===== src/rtl/load_store_unit.sv =====
// Memory-stage load/store unit: turns MIPS byte/half/word and unaligned
// LWL/LWR/SWL/SWR accesses into aligned big-endian 32-bit word accesses.
module load_store_unit (
    input  logic        clk,
    input  logic        reset,
    input  logic        Req_valid,
    input  logic [3:0]  Req_op,
    input  logic [31:0] Req_addr,
    input  logic [31:0] Req_wdata,
    input  logic [31:0] Req_rt_old,
    output logic        Ready,
    output logic        Mem_Wr_en,
    output logic [31:0] Data_Addr,
    output logic [31:0] Din,
    input  logic [31:0] Dout,
    output logic        Load_valid,
    output logic [31:0] Load_data,
    output logic        Addr_err
);

    localparam logic [3:0] OP_LB  = 4'd1;
    localparam logic [3:0] OP_LBU = 4'd2;
    localparam logic [3:0] OP_LH  = 4'd3;
    localparam logic [3:0] OP_LHU = 4'd4;
    localparam logic [3:0] OP_LW  = 4'd5;
    localparam logic [3:0] OP_LWL = 4'd6;
    localparam logic [3:0] OP_LWR = 4'd7;
    localparam logic [3:0] OP_SB  = 4'd8;
    localparam logic [3:0] OP_SH  = 4'd9;
    localparam logic [3:0] OP_SW  = 4'd10;
    localparam logic [3:0] OP_SWL = 4'd11;
    localparam logic [3:0] OP_SWR = 4'd12;

    typedef enum logic {IDLE, RMW_WR} state_t;

    state_t      state_q, state_d;
    logic [31:0] old_q, old_d;
    logic [29:0] addr_q, addr_d;
    logic [31:0] wdata_q, wdata_d;
    logic [3:0]  op_q, op_d;
    logic [1:0]  off_q, off_d;
    logic        load_valid_q, load_valid_d;
    logic [31:0] load_data_q, load_data_d;
    logic        addr_err_q, addr_err_d;

    logic [1:0]  off;
    logic [4:0]  sh_l, sh_r, shq_l, shq_r;
    logic [7:0]  byte_v;
    logic [15:0] half_v;
    logic [31:0] merged;

    // Byte o lives at bits [31-8o -: 8]; right-shifting by 8(3-o) brings it to the bottom.
    assign off    = Req_addr[1:0];
    assign sh_l   = {off, 3'b000};
    assign sh_r   = {~off, 3'b000};
    assign shq_l  = {off_q, 3'b000};
    assign shq_r  = {~off_q, 3'b000};
    assign byte_v = 8'(Dout >> sh_r);
    assign half_v = off[1] ? Dout[15:0] : Dout[31:16];

    // Write-back word for the second half of a read-modify-write.
    always_comb begin
        merged = old_q;
        case (op_q)
            OP_SB:  merged = (old_q & ~(32'hFF00_0000 >> shq_l)) | ({wdata_q[7:0], 24'h0} >> shq_l);
            OP_SH:  merged = (old_q & ~(32'hFFFF_0000 >> shq_l)) | ({wdata_q[15:0], 16'h0} >> shq_l);
            OP_SWL: merged = (old_q & ~(32'hFFFF_FFFF >> shq_l)) | (wdata_q >> shq_l);
            OP_SWR: merged = (old_q & ~(32'hFFFF_FFFF << shq_r)) | (wdata_q << shq_r);
            default: merged = old_q;
        endcase
    end

    always_comb begin
        state_d      = state_q;
        old_d        = old_q;
        addr_d       = addr_q;
        wdata_d      = wdata_q;
        op_d         = op_q;
        off_d        = off_q;
        load_valid_d = 1'b0;
        load_data_d  = load_data_q;
        addr_err_d   = 1'b0;
        Ready        = 1'b0;
        Mem_Wr_en    = 1'b0;
        Data_Addr    = {Req_addr[31:2], 2'b00};
        Din          = Req_wdata;

        case (state_q)
            IDLE: begin
                Ready = 1'b1;
                if (Req_valid) begin
                    case (Req_op)
                        OP_LB: begin
                            load_valid_d = 1'b1;
                            load_data_d  = {{24{byte_v[7]}}, byte_v};
                        end
                        OP_LBU: begin
                            load_valid_d = 1'b1;
                            load_data_d  = {24'h0, byte_v};
                        end
                        OP_LH, OP_LHU: begin
                            if (off[0]) begin
                                addr_err_d = 1'b1;
                            end else begin
                                load_valid_d = 1'b1;
                                load_data_d  = {{16{half_v[15] && (Req_op == OP_LH)}}, half_v};
                            end
                        end
                        OP_LW: begin
                            if (off != 2'd0) begin
                                addr_err_d = 1'b1;
                            end else begin
                                load_valid_d = 1'b1;
                                load_data_d  = Dout;
                            end
                        end
                        OP_LWL: begin
                            load_valid_d = 1'b1;
                            load_data_d  = (Dout << sh_l) | (Req_rt_old & ~(32'hFFFF_FFFF << sh_l));
                        end
                        OP_LWR: begin
                            load_valid_d = 1'b1;
                            load_data_d  = (Dout >> sh_r) | (Req_rt_old & ~(32'hFFFF_FFFF >> sh_r));
                        end
                        OP_SW: begin
                            if (off != 2'd0) addr_err_d = 1'b1;
                            else             Mem_Wr_en  = 1'b1;
                        end
                        OP_SB, OP_SH, OP_SWL, OP_SWR: begin
                            if ((Req_op == OP_SH) && off[0]) begin
                                addr_err_d = 1'b1;
                            end else begin
                                old_d   = Dout;
                                addr_d  = Req_addr[31:2];
                                wdata_d = Req_wdata;
                                op_d    = Req_op;
                                off_d   = off;
                                state_d = RMW_WR;
                            end
                        end
                        default: ;
                    endcase
                end
            end
            RMW_WR: begin
                Mem_Wr_en = 1'b1;
                Data_Addr = {addr_q, 2'b00};
                Din       = merged;
                state_d   = IDLE;
            end
            default: state_d = IDLE;
        endcase

        // A store caught by reset must not reach memory.
        if (reset) Mem_Wr_en = 1'b0;
    end

    always_ff @(posedge clk) begin
        if (reset) begin
            state_q      <= IDLE;
            old_q        <= '0;
            addr_q       <= '0;
            wdata_q      <= '0;
            op_q         <= '0;
            off_q        <= '0;
            load_valid_q <= 1'b0;
            load_data_q  <= '0;
            addr_err_q   <= 1'b0;
        end else begin
            state_q      <= state_d;
            old_q        <= old_d;
            addr_q       <= addr_d;
            wdata_q      <= wdata_d;
            op_q         <= op_d;
            off_q        <= off_d;
            load_valid_q <= load_valid_d;
            load_data_q  <= load_data_d;
            addr_err_q   <= addr_err_d;
        end
    end

    assign Load_valid = load_valid_q;
    assign Load_data  = load_data_q;
    assign Addr_err   = addr_err_q;

endmodule

===== config.mk =====
export PLATFORM = sky130hd
export DESIGN_NAME = load_store_unit
export DESIGN_NICKNAME = d
export VERILOG_FILES = /design/src/rtl/load_store_unit.sv
export SDC_FILE = /design/constraint.sdc
export NUM_CORES = 1
export LEC_CHECK = 0
export CAP_MARGIN = 15
export CORE_ASPECT_RATIO = 0.7
export CORE_MARGIN = 1.5
export CORE_UTILIZATION = 30
export DETAILED_ROUTE_END_ITERATION = 6
export PLACE_DENSITY = 0.62
export SETUP_SLACK_MARGIN = 0.15
export SYNTH_ARGS = -nofsm -noshare
export SYNTH_HDL_FRONTEND = slang
export SYNTH_SLANG_ARGS = --single-unit

===== constraint.sdc =====
create_clock -name clk -period 7.19 [get_ports clk]
set_input_delay 1.7975 -clock clk [delete_from_list [all_inputs] [get_ports clk]]
set_output_delay 1.7975 -clock clk [all_outputs]
set_load 0.03 [all_outputs]

==> results of run 1 <==
through the flow:
| stage | std cells | hold slack [ns] |
|---|---|---|
| 2_1_floorplan | 1243 | 0.4329 |
| 3_3_place_gp | 1788 | 0.4386 |
| 3_5_place_dp | 1789 | 0.4445 |
| 4_1_cts | 1821 | 0.4523 |
| 5_1_grt | 1821 | 0.4688 |
| 6_report | 1821 | 0.4509 |
cell usage after synthesis, drive strengths merged (24+ instances only):
library cell	n	share of area
mux2	54	0.064
a21oi	158	0.083
a211oi	33	0.031
o21ai	51	0.027
clkbuf	97	0.038
a222oi	35	0.037
dfxtp	135	0.28
buf	32	0.018
nor2	93	0.037
a22oi	24	0.019
mux2i	28	0.029
nand2	238	0.093
worst max-delay path, stage by stage (launching register included):
cell and delay [ns]:
dfxtp_1 0.95, buf_4 0.33, inv_1 0.12, ha_1 0.29, inv_1 0.16, a222oi_1 0.28, o22ai_1 0.12, a2111oi_0 0.63
o2bb2ai_1 0.17, clkdlybuf4s50_1 0.65
area by class of cell:
class | count | share of cell area
well taps | 420 | 0.04128
multi-input cells | 965 | 0.4955
repair buffers | 255 | 0.1956
flip-flops and latches | 135 | 0.2124
clock buffers | 18 | 0.03371
clock inverters | 14 | 0.01740
inverters | 14 | 0.004128
power by group through the flow:
stage	Combinational, W	Clock, W	Sequential (W)
after floorplan	0.000307	0	0.000845
after global placement	0.000563	0	0.000839
after detailed placement	0.000566	0	0.000840
after CTS	0.000569	0.00100	0.000823
after global routing	0.000611	0.00104	0.000829
final	0.000572	0.000987	0.000825
cells by family (layout without fill, tap and decap cells):
group,count (synthesis),count (layout),synth area share
compound gates,459,459,0.3342
simple gates,397,397,0.1783
buf+inv,143,301,0.06188
flops,135,135,0.2826
mux,99,99,0.1329
fa+ha+maj,6,6,0.007850
xor+xnor,2,2,0.001832
other cells,1,2,0.0003921
cell usage in the layout (no fill, tap or decap), types with 5 or more instances in the layout:
cell type        netlist  layout
nand2_1              238     238
clkdlybuf4s50_1        0     229
a21oi_1              157     157
dfxtp_1              135     134
nor2_1                93      93
mux2_2                54      54
o21ai_0               51      51
a222oi_1              35      35
mux2i_1               28      28
a22oi_1               24      24
buf_4                  4      23
a211oi_1              23      22
a22o_1                21      21
nand2b_1              20      20
o22ai_1               20      20
mux4_2                17      17
clkbuf_16              0      17
nor2b_1               15      14
a2111oi_0             13      13
o2bb2ai_1             13      13
inv_1                 12      12
a221oi_1              10      10
a31oi_1               10      10
a211oi_2              10      10
o21bai_1               9       9
o221ai_1               8       8
a311oi_1               8       8
o211ai_1               7       7
o221a_2                7       7
o21a_1                 6       6
a21o_1                 6       6
ha_1                   6       6
nand3_1                5       5
o2111ai_1              5       5
bufinv_16              0       5
flip-flops by register name (all words and copies together), names as in the netlist:
| signal | count |
|---|---|
| Load_data | 32 |
| old_q | 32 |
| wdata_q | 32 |
| addr_q | 30 |
| op_q | 4 |
| off_q | 2 |
| Addr_err | 1 |
| Load_valid | 1 |
| state_q | 1 |
path summary, 6_finish.rpt:
path | to | slack (ns) | cells past startpoint
min | addr_q[4]$_SDFFE_PP0P_ | 0.45 | 2
max | Din[10] | 1.25 | 9
max reg2reg | Load_data[16]$_SDFFE_PP0P_ | 4.29 | 6
min reg2reg | addr_q[4]$_SDFFE_PP0P_ | 0.45 | 2
layer usage:
layer  track usage  part of all wire
met3       0.07246              0.12
met1        0.3422              0.45
met4       0.06878             0.025
met2        0.3365              0.41
met5             0           0.00032
==> metrics.md, run 1 <==
| Metric | Value |
|---|---|
| Initial antenna violation count | 1 |
| Root buffer cell | clkbuf_16 |
| Slew Limit Headroom | 0.2196 |
| Fin worst setup slack | about 1.2 ns |
| Clock power share | 0.414 |
| Switching part of the total | 0.3071 |
| Hold Buf Count CTS | 0 |
| Synth Warn # | 0 |
| Post-synthesis async set-or-reset flop share | 0 |
| WS Path Type | reg -> out |
| First-pass GRT wire length | 61.11 mm |
| Clock slew at reported path FFs | around 0.060 ns |
| Vias in the first global route | about 9,900 |
| CTS tree | done |
| GPL Wtd Cong | roughly 0.95 |
| P_int | around 0.0017 W |
| Num CTS Buffers | 17 |
| Vias per cell | between 5 and 6 |
| Power Dens Cells | 187.3 mW/mm2 |
| Max VDD drop | ~130 uV |
| P_sw | approximately 0.00073 W |
| Unrepaired setup endpoints after global routing | no |
| Final slew viol count | 0 |
| Number of remaining DRC errors | 13 |
| Proportion of layout cells with a drive suffix above 1 | 0.1149 |
| Critical Path Start Type | flop |
| Hold Crit Start | addr_q[4]$_SDFFE_PP0P_ |
| Required time of the critical path | 5.39 ns |
| Combinational share of power | 0.240 |
| Synth Area per Inst | 7.700 um2 |
| Max Clk Rate | 168.3 MHz |
| P&R area growth vs syn | 33.13% |
| CP Max Fanout | 19 |
| Outcome | complete, but fails checks |
| Initial Util | 0.3057 |
| Static Leakage | 4.055 nW |
| 1st-pass router iterations | 7 |
| Area of the multi-input gates | between 0.006 and 0.007 mm2 |
| Post-CTS Setup Bufs | 0 |
| Beginning of the critical path | off_q[0]$_SDFFE_PP0P_ |
| Total global routing overflow | 0 |
| Worst slack at placement | 1.511 ns |
| Routed WL | 40.07 mm |
| Largest net degree at the start of global routing | roughly 110 |
| Area of all placed cells without fillers | 0.01273 mm2 |
| Tmin final | ~5.9 ns |
| Reg area | 0.002704 mm2 |
| Vias | 10,620 |
| Clock skew | between 0.006 and 0.007 ns |
| Maxcap violations | 0 |
| Routed WL per cell | 22.00 um |
| Yosys reg bits | 135 |
| Die H | 152.4 um |
| Hold crit path type | reg -> reg |
| N_diodes | 0 |
| Nets@finish | 1,529 |
| Main synth FF type | dfxtp_1 |
| H-tree levels | 4 |
| ANT nets after route | 0 |
| DP Area | between 0.01 and 0.015 mm2 |
| Synthesized cell area | approximately 0.0096 mm2 |
| Final period util | 0.8262 |
| Failing checks | DRC |
| # rows | 54 |
| Final core utilization | 0.4070 |
| I/O pin count | around 240 |
| Final Power | 0.002384 W |
| Die X | roughly 220 um |
| Critical Path Sink Type | output pin |
| Total die area | 0.03297 mm2 |
| CORE AREA | about 0.031 mm2 |
| Starting DRT DRC Count | 1,680 |
| Cell variety after synth | a little over 70 |
| Reg power frac | 0.346 |
| R2R Path Start | state_q$_SDFF_PP0_ |
| EDFF count, synth | 0 |
| Post-CTS resize count | 0 |
| Slew @ Worst Pin | 1.171 ns |
| GR Util All Layers | 0.2375 |
| Worst EP arrival | 4.14 ns |
| Setup_tns | 0 ns |
| Synthesized instance count | 1,242 |
| Clock buffer depth | 2 |
| IO Port Bufs | 232 |
| Final setup viols | 0 |
| Final hold viol count | 0 |
| FILL cells | roughly 3,200 |
| Post-DP HPWL | between 20 and 30 mm |
| Clk sinks | 135 |
| Clk_lat worst skew | 0.42 ns |
| Sequential area share after synthesis | 0.2826 |
(Power assumes the default switching activity.)
==> inputs of run 2 (changes only) <==
--- a/config.mk
+++ b/config.mk
@@ -10,7 +10,7 @@
 export CORE_MARGIN = 1.5
 export CORE_UTILIZATION = 30
 export DETAILED_ROUTE_END_ITERATION = 6
-export PLACE_DENSITY = 0.62
+export PLACE_DENSITY = 0.64
 export SETUP_SLACK_MARGIN = 0.15
 export SYNTH_ARGS = -nofsm -noshare
 export SYNTH_HDL_FRONTEND = slang
==> constraint.sdc (replaced) <==
create_clock -name clk -period 4.8 [get_ports clk]
set_input_delay 1.2 -clock clk [delete_from_list [all_inputs] [get_ports clk]]
set_output_delay 1.2 -clock clk [all_outputs]
set_load 0.03 [all_outputs]
==> run 2 against run 1 <==
Largest power group unchanged. Global-route usage shrank 0.11 points. Final area grew 2.1%. The run now ends clean. Largest cell class unchanged. Combinational power grew 56%. Sequential power grew 50%. Utilization grew 0.84 points. Sequential cell count is the same. Critical endpoint is now Din[15].
==> metrics.md, run 2 (synthesis results as in run 1) <==
| Metric | Value |
|---|---|
| Maxcap violations | 0 |
| Setup_tns | 0 ns |
| Required time of the critical path | around 3.6 ns |
| GPL Wtd Cong | 0.9522 |
| Clk sinks | between 100 and 150 |
| Total global routing overflow | 0 |
| Largest net degree at the start of global routing | 106 |
| # rows | 54 |
| Post-DP HPWL | between 20 and 30 mm |
| GR Util All Layers | 0.2364 |
| ANT nets after route | 0 |
| Total die area | between 0.03 and 0.04 mm2 |
| 1st-pass router iterations | 6 |
| CTS tree | done |
| Proportion of layout cells with a drive suffix above 1 | 0.1450 |
| Initial antenna violation count | 3 |
| Vias in the first global route | 10,100 |
| Routed WL per cell | 21.75 um |
| Leading cell types in the layout, fill and taps excluded | nand2_1 (238), clkdlybuf4s50_1 (197), a21oi_1 (157) |
| Starting DRT DRC Count | roughly 1,400 |
| Final core utilization | 0.4154 |
| Clock slew at reported path FFs | around 0.060 ns |
| Hold Buf Count CTS | 0 |
| Vias per cell | roughly 5.8 |
| Final setup viols | 0 |
| Tmin final | between 4 and 5 ns |
| P&R area growth vs syn | 35.89% |
| Clock skew | 0.005548 ns |
| CP Max Fanout | 19 |
| Max Clk Rate | around 230 MHz |
| Die X | 216.4 um |
| Slew @ Worst Pin | around 1.2 ns |
| CORE AREA | between 0.03 and 0.04 mm2 |
| Num CTS Buffers | 17 |
| Unrepaired setup endpoints after global routing | no |
| Final period util | 0.9156 |
| Power Dens Cells | about 270 mW/mm2 |
| First-pass GRT wire length | about 61 mm |
| Die H | 152.4 um |
| Hold crit path type | reg -> reg |
| Nets@finish | ~1,500 |
| Static Leakage | approximately 4.2 nW |
| Commonest non-fill, non-tap cell in the layout | nand2_1 |
| Clock buffer depth | 2 |
| H-tree levels | 4 |
| WS Path Type | reg -> out |
| IO Port Bufs | roughly 230 |
| Worst EP arrival | approximately 3.2 ns |
| Outcome | finished clean |
| Slew Limit Headroom | 0.2295 |
| Max VDD drop | 258.7 uV |
| Vias | roughly 11,000 |
| I/O pin count | roughly 240 |
| Critical Path Sink Type | output pin |
| Critical Path Start Type | flop |
| Final hold viol count | 0 |
| Number of remaining DRC errors | 0 |
| Initial Util | 0.3057 |
| Root buffer cell | clkbuf_16 |
| Final slew viol count | 0 |
| Routed WL | approximately 40 mm |
| Clk_lat worst skew | between 0.4 and 0.5 ns |
-- run 2: area by class of cell --
type / count / area [um2]
fillers: 3077 / 18290
well taps: 420 / 525.5
repair buffers: 268 / 2788
flip-flops and latches: 135 / 2705
inverters: 14 / 52.55
diodes: 1 / 2.502
multi-input cells: 965 / 6300
clock buffers: 19 / 442.9
clock inverters: 13 / 178.9
-- run 2: per-layer routing --
metal / global-route usage / vias up / wire [um]
li1: - / 4930 / -
met1: 0.3320 / 5085 / 18190
met2: 0.3333 / 529 / 16490
met3: 0.07764 / 64 / 4195
met4: 0.08565 / 4 / 1017
met5: 0 / - / 23
-- run 2: path summary, 6_finish.rpt --
kind,startpoint,end,slack (ns),cells after the start
setup / recovery,off_q[0]$_SDFFE_PP0P_,Din[15],0.41,8
hold reg to reg,addr_q[6]$_SDFFE_PP0P_,addr_q[6]$_SDFFE_PP0P_,0.45,2
setup reg to reg,state_q$_SDFF_PP0_,Load_data[17]$_SDFFE_PP0P_,1.85,6
hold / removal,addr_q[6]$_SDFFE_PP0P_,addr_q[6]$_SDFFE_PP0P_,0.45,2
-- run 2: power by group --
group	total (W)	internal, W	switching [W]
logic	0.000895	0.000402	0.000493
registers	0.00124	0.00117	0.0000612
clock network	0.00141	0.000879	0.000530
-- run 2: metrics by stage --
stage	setup slack (ns)	power (W)	hold WS (ns)	instance area, um2	instances
3_5_place_dp	0.6922	0.002141	0.4469	12370	1802
5_1_grt	0.2766	0.003682	0.4754	12990	1834
6_report	0.4052	0.003539	0.4531	13000	1835
2_1_floorplan	1.075	0.001726	0.4329	9567	1243
3_3_place_gp	0.6539	0.002134	0.4379	12370	1802
4_1_cts	0.1766	0.003562	0.4550	12990	1834
-- run 2: critical path, stage by stage, from the launching register on --
cell and delay (ns):
dfxtp_2 0.62, inv_1 0.18, ha_1 0.32, inv_1 0.14, a222oi_1 0.27, o22ai_1 0.12
a2111oi_0 0.71, o2bb2ai_1 0.18, buf_4 0.21
-- run 2: timing repair --
action	CTS	global route
setup buffers	0	0
endpoints found under the setup margin	0	7
gates resized for setup	0	1
